--- src/rtl/fifo_rd_stream.sv ---
// Read-side drain stage: issues fifo_re, absorbs the 1-clk read latency in a 2-entry skid buffer,
// and presents a valid/ready stream with out_last every PKT_LEN beats. Optional stats: FRS_STATS_EN.
module fifo_rd_stream #(
   parameter int DW      = 8,
   parameter int PKT_LEN = 4
) (
   input  logic          clk,
   input  logic          rst,
   input  logic          clr,
   input  logic          fifo_empty,
   input  logic [DW-1:0] fifo_dout,
   output logic          fifo_re,
   output logic          out_valid,
   input  logic          out_ready,
   output logic [DW-1:0] out_data,
   output logic          out_last,
   output logic [31:0]   stat_words,
   output logic [15:0]   stat_stall
);
   localparam int CW = (PKT_LEN > 1) ? $clog2(PKT_LEN) : 1;
   localparam logic [CW-1:0] LAST_BEAT = CW'(PKT_LEN - 1);

   typedef enum logic [1:0] {EMPTY = 2'd0, ONE = 2'd1, TWO = 2'd2} occ_t;

   occ_t          occ;
   logic          inflight;
   logic [DW-1:0] head, tail;
   logic [CW-1:0] cnt;
   logic          pop, arrive;
   logic [2:0]    need;

   assign pop       = out_valid & out_ready;
   assign arrive    = inflight;
   assign out_valid = (occ != EMPTY);
   assign out_data  = head;
   assign out_last  = out_valid && (cnt == LAST_BEAT);

   // Slots committed after this edge: held words plus the one already on its way.
   assign need    = 3'(occ) + 3'(inflight) - 3'(pop);
   assign fifo_re = !rst && !fifo_empty && !clr && (need < 3'd2);

   always_ff @(posedge clk) begin
      if (rst) begin
         occ      <= EMPTY;
         inflight <= 1'b0;
         head     <= '0;
         tail     <= '0;
         cnt      <= '0;
      end else begin
         inflight <= fifo_re;
         if (clr) begin
            // Any word arriving this cycle is dropped along with the buffer.
            occ <= EMPTY;
            cnt <= '0;
         end else begin
            if (pop) cnt <= (cnt == LAST_BEAT) ? '0 : cnt + CW'(1);
            case (occ)
               EMPTY: if (arrive) begin
                  head <= fifo_dout;
                  occ  <= ONE;
               end
               ONE: begin
                  if (arrive && pop) head <= fifo_dout;
                  else if (arrive) begin
                     tail <= fifo_dout;
                     occ  <= TWO;
                  end else if (pop) occ <= EMPTY;
               end
               TWO: if (pop) begin
                  head <= tail;
                  if (arrive) tail <= fifo_dout;
                  else occ <= ONE;
               end
               default: occ <= EMPTY;
            endcase
         end
      end
   end

   // The read credit must never let a word land on a full buffer.
   assert property (@(posedge clk) disable iff (rst) !(occ == TWO && arrive && !pop && !clr));

`ifdef FRS_STATS_EN
   logic [31:0] words_q;
   logic [15:0] stall_q;

   always_ff @(posedge clk) begin
      if (rst) begin
         words_q <= '0;
         stall_q <= '0;
      end else begin
         if (pop) words_q <= words_q + 32'd1;
         if (out_valid && !out_ready && stall_q != 16'hFFFF) stall_q <= stall_q + 16'd1;
      end
   end

   assign stat_words = words_q;
   assign stat_stall = stall_q;
`else
   assign stat_words = '0;
   assign stat_stall = '0;
`endif

endmodule

--- config.mk ---
export PLATFORM = sky130hd
export DESIGN_NAME = fifo_rd_stream
export DESIGN_NICKNAME = d
export VERILOG_FILES = /design/src/rtl/fifo_rd_stream.sv
export SDC_FILE = /design/constraint.sdc
export NUM_CORES = 1
export LEC_CHECK = 0
export CORE_MARGIN = 3
export CORE_UTILIZATION = 42
export CTS_BUF_LIST = sky130_fd_sc_hd__clkbuf_2 sky130_fd_sc_hd__clkbuf_4 sky130_fd_sc_hd__clkbuf_8
export CTS_CLUSTER_DIAMETER = 50
export DETAILED_ROUTE_END_ITERATION = 16
export GPL_TIMING_DRIVEN = 0
export MAX_ROUTING_LAYER = met4
export PLACE_DENSITY = 0.94
export REMOVE_ABC_BUFFERS = 1
export SYNTH_ARGS = -nofsm -noshare
export SYNTH_HDL_FRONTEND = slang
export SYNTH_SLANG_ARGS = --single-unit
--- constraint.sdc ---
create_clock -name clk -period 3.25 [get_ports clk]
set_input_delay 0.4875 -clock clk [delete_from_list [all_inputs] [get_ports clk]]
set_output_delay 0.4875 -clock clk [all_outputs]
set_load 0.02 [all_outputs]
**Yosys cells after proc, flatten, opt, wreduce, memory -nomap -nowiden**

Index checks and enable logic that the tools add are counted.

- Bits in registers: 21
- Input bits: 13
- Output and inout port bits: 59
- Logic and storage cells: 52

- Add/subtract/negate cells: 3
- $lt $le $gt $ge: 1
- Eq/ne operators: 9
- Multiplexer cells: 16
- Bitwise logic cells: 2
- Reduce and logical (&&, ||, !) cells: 16

Operators with widths:

| operator | count |
|---|---|
| $mux 8 | 6 |
| $pmux 8 s3 | 1 |
| $pmux 8 s2 | 1 |
| $mux 2 | 7 |
| $ne 2x2->1 const B | 5 |
| $reduce_and 5->1 | 2 |
| $pmux 2 s3 | 1 |
| $logic_and 1x1->1 | 5 |
| $eq 2x2->1 const B | 2 |
| $reduce_and 4->1 | 1 |
| $reduce_bool 2->1 | 2 |
| $add 2x1->3 | 1 |
| $logic_not 1->1 | 3 |
| $lt 3x2->1 const B | 1 |
| $ne 3x3->1 const B | 1 |
| $reduce_bool 3->1 | 1 |
| $sub 3x1->3 | 1 |
| $add 2x1->2 const B | 1 |
| $eq 2x1->1 const B | 1 |
| $logic_not 2->1 | 1 |
| $reduce_or 2->1 | 1 |
| $and 1x1->1 | 1 |
| $not 1->1 | 1 |

**Longest topological paths before layout**

- Depth in word-level cells: 6
- Depth in mapped cells: 9

**Least setup slack after synthesis**

No wires, ideal clock.

- Kind: flip-flop to output port
- From: register occ[1]
- To: output fifo_re
- Arrival time: 2.579 ns
- Path slack: 0.184 ns
- Stages on the path, launching flop included: 10
- Buffers on the path: 1
- Path through: dfxtp_1 -> inv_1 -> ha_1 -> nand2b_1 -> buf_6 -> ha_1 -> nand2_1 -> fa_1 -> xor2_1 -> nor4b_1

- Longest elaborated chain between the ends: 5
- Elaborated cells on any way between the ends: 6
- Those cells by class: add/sub: 2; order compare: 1; bitwise: 1; reduce/logical: 2

RTL lines:

| element | RTL line | source |
|---|---|---|
| start: declaration | 25 | `occ_t occ;` |
| start signal: assignment | 44 | `occ <= EMPTY;` |
| start signal: assignment | 53 | `occ <= EMPTY;` |
| start signal: assignment | 60 | `occ <= ONE;` |
| parallel branches: the longest is 2 deep, another holds $add 2x1->3 | -- |  |
| $sub 3x1->3 * | 39 | `assign need = 3'(occ) + 3'(inflight) - 3'(pop);` |
| $lt 3x2->1 * | 40 | `assign fifo_re = !rst && !fifo_empty && !clr && (need < 3'd2);` |
| $logic_and 1x1->1 * | 40 |  |
| end: declaration | 12 | `output logic fifo_re,` |

Every way passes the cells marked *.

**Worst setup path in the final report**

- From: register occ[0]
- To: output fifo_re

Same word-level chain as after synthesis.

==> results.sh <==
export IMPL_layout_common_cells="conb_1 (48), clkdlybuf4s50_1 (22), dfxtp_1 (19)"
export IMPL_synth_adder_area_share_pct=7.15
export IMPL_gp_congestion=0.839
export IMPL_n_fill_cell=316
export IMPL_cp_cell_sequence="inv_1, ha_1, nand2b_4, ha_1, nand2_1, fa_1, xor2_1, nor4b_2, buf_4"
export IMPL_grt_pass1_vias=942
export IMPL_placed_cells=219
export IMPL_holdWs_ns=0.517
export IMPL_grt_pass1_wl_mm=4.21
export IMPL_critPathMaxStageDelay_ns=0.39
export IMPL_area_growth_syn_to_layout_pct=7.99
export IMPL_cp_arrival_ns=2.58
export IMPL_final_nets=201
export IMPL_rows=21
export IMPL_place_detailed_hpwl_mm=2.14
export IMPL_die_h_um=65.8
export IMPL_p_switching_w=0.000181
export IMPL_worst_clock_skew_ns=0.00977
export IMPL_fin_area_um2=1620
export IMPL_htreeDepth=1
export IMPL_cts_tree="done"
export IMPL_die_w_um=65.8
export IMPL_yosysUniqueCellTypes=32
export IMPL_core_area_um2=3390
export IMPL_first_iter_violations=19
export IMPL_hold_class="flop to flop"
export IMPL_ys_seq_elements=21
export IMPL_vias=1069
export IMPL_cts_buffers=3
export IMPL_max_freq_mhz=326
export IMPL_finalHoldViolations=0
export IMPL_clockRootBuffer="clkbuf_4"
export IMPL_cap_viol_max_count=0
export IMPL_layout_cells_most_common="conb_1"
export IMPL_drive_above_1_share_pct=10.1
export IMPL_gr_usage_all_layers_pct=12.9
export IMPL_clkTransAtPathRegs_ns=0.13
export IMPL_synth_simple_area_share_pct=8.57
export IMPL_syn_avg_cell_area_um2=9.52
export IMPL_maxSlewHeadroom_pct=42.4
export IMPL_combPwrFrac_pct=24.5
export IMPL_layout_cells_non_filler=225
export IMPL_p_sw_share_pct=34.1
export IMPL_postPlaceCellArea_um2=1560
export IMPL_critical_path_class="flop to output port"
export IMPL_p_total_w=0.000530
export IMPL_synth_compound_area_share_pct=16.2
export IMPL_period_minus_slack_ns=3.07
export IMPL_routed_wirelength_mm=2.79
export IMPL_setup_violations=0
export IMPL_antenna_cells=0
export IMPL_yosys_warnings=0
export IMPL_power_share_sequential_pct=50.6
export IMPL_clk_latency_ns=0.32
export IMPL_synthXorXnorAreaFrac_pct=0.582
export IMPL_clockPowerShare_pct=24.9
export IMPL_p_int_w=0.000349
export IMPL_crit_top_cell="ha_1"
export IMPL_ys_seq_area_share_pct=28.0
export IMPL_rsz0062_at_grt="false"
export IMPL_grt_max_degree=19
export IMPL_synth_top_area_cell="dfxtp_1"
export IMPL_antenna_found_initial=0
export IMPL_setup_worst_path_start_class="flop"
export IMPL_first_pass_iters=4
export IMPL_cts_sinks=21
export IMPL_cp_max_fo=5
export IMPL_io_buffers=23
export IMPL_netlist_area_um2=1500
export IMPL_status="complete, no violations"
export IMPL_slowest_stage="dfxtp_4"
export IMPL_antenna_left=0
export IMPL_pin_count=72
export IMPL_worstSetupEndpointType="output port"
export IMPL_clockBufferDepth=2
export IMPL_yosysTopAreaCellShare_pct=28.0
export IMPL_min_period_over_period_pct=94.4
export IMPL_drc=0
export IMPL_start_util_pct=44.4
export IMPL_overflow=0
export IMPL_drv_slew=0
export IMPL_synth_top_cells_by_area="dfxtp_1 (28%), buf_4 (24%), mux2i_1 (11%), ha_1 (5.8%), a311oi_1 (3.5%)"
export IMPL_worst_pin_slew_ns=0.864
export IMPL_viasPerCell=4.75
export IMPL_vdd_drop_max_mv=0.120
export IMPL_p_leak_nw=0.661
export IMPL_synth_top_family_by_area="buffers and inverters"
export IMPL_synth_mux_area_share_pct=11.3
export IMPL_syn_inst=158
export IMPL_cp_required_ns=2.76
export IMPL_tns_ns=0
export IMPL_powerDensity_nw_per_um2=326
export IMPL_dieArea_um2=4330
export IMPL_routedWlPerCell_um=12.4
repair_timing:
action	4_1_cts	5_1_grt
setup endpoints to repair	1	1
hold endpoints to repair	0	0
pin swaps	0	1
gates resized for setup	9	4
hold buffers	0	0
buffers inserted	0	2
path summary, 6_finish.rpt:
check | start | end | slack [ns] | cells after the start
max | occ[0]$_SDFFE_PP0P_ | fifo_re | 0.18 | 9
min | tail[0]$_SDFFE_PP0P_ | tail[0]$_SDFFE_PP0P_ | 0.52 | 2
max reg2reg | occ[0]$_SDFFE_PP0P_ | out_data[0]$_SDFFE_PP0P_ | 0.85 | 7
min reg2reg | tail[0]$_SDFFE_PP0P_ | tail[0]$_SDFFE_PP0P_ | 0.52 | 2
area by class of cell:
cell class / count / area [um2] / share of cell area [%]
clock buffer: 3 / 22.5 / 1.39
tap: 46 / 57.6 / 3.54
multi-input combinational: 125 / 853 / 52.5
inverter: 4 / 15.0 / 0.924
timing repair buffer: 25 / 243 / 14.9
sequential: 21 / 428 / 26.3
clock inverter: 1 / 5.00 / 0.308
power groups by stage:
stage | clock network [W] | logic, W | registers (W)
2_1_floorplan | 0 | 0.0000787 | 0.000281
3_3_place_gp | 0 | 0.000123 | 0.000275
3_5_place_dp | 0 | 0.000126 | 0.000275
4_1_cts | 0.000131 | 0.000127 | 0.000270
5_1_grt | 0.000138 | 0.000140 | 0.000269
6_report | 0.000132 | 0.000130 | 0.000268
cells by family after synthesis:
family                   count (synthesis)
buffers and inverters                   59
AO/OA/AOI/OAI                           27
AND/OR/NAND/NOR                         24
flip-flops                              21
multiplexers                            17
adder cells (fa/ha/maj)                  8
other                                    1
XOR/XNOR                                 1
registers in the layout, summed over array words and instances, names as in the netlist:
register  count
out_data      8
occ           2
tail          8
cnt           2
arrive        1
through the flow:
| stage | setup WS (ns) | util (%) |
|---|---|---|
| after floorplan | 0.0937 | - |
| after global placement | -0.329 | 46.1 |
| after detailed placement | -0.523 | 46.1 |
| after global routing | 0.0660 | 47.9 |
| after CTS | 0.00990 | 47.1 |
| final | 0.182 | 47.9 |
routing by layer:
| metal | up-vias | GRT usage, % | share of wire, % |
|---|---|---|---|
| met5 | - | - | 0 |
| met4 | 0 | 9.07 | 4.4 |
| met3 | 11 | 1.70 | 8.1 |
| met2 | 63 | 21.0 | 50 |
| met1 | 502 | 14.6 | 38 |
| li1 | 493 | - | - |
Yosys cell counts:
cell type,count
nor4b_1,2
nor2_1,11
dfxtp_1,21
conb_1,1
nand2_1,2
ha_1,7
a2111oi_4,1
a21bo_1,1
buf_6,2
nand3b_1,1
clkbuf_1,4
inv_1,4
a21o_2,1
o211ai_1,2
a311oi_1,6
nor3_1,1
a211oi_4,1
o21bai_1,1
a221o_1,1
or2_2,1
buf_4,49
a311oi_2,2
and2b_2,1
xor2_1,1
nand2b_1,1
and4b_1,1
and2_1,1
nor2b_1,2
a21oi_1,9
fa_1,1
o41ai_1,2
mux2i_1,17
critical path, delay by kind of cell, from the launching register on:
kind | cells | cell delay [ns]
buffers and inverters | 2 | 0.28
AND/OR/NAND/NOR | 3 | 0.55
XOR/XNOR | 1 | 0.18
flip-flops | 1 | 0.39
adder cells (fa/ha/maj) | 3 | 0.86
(Power assumes the default switching activity.)
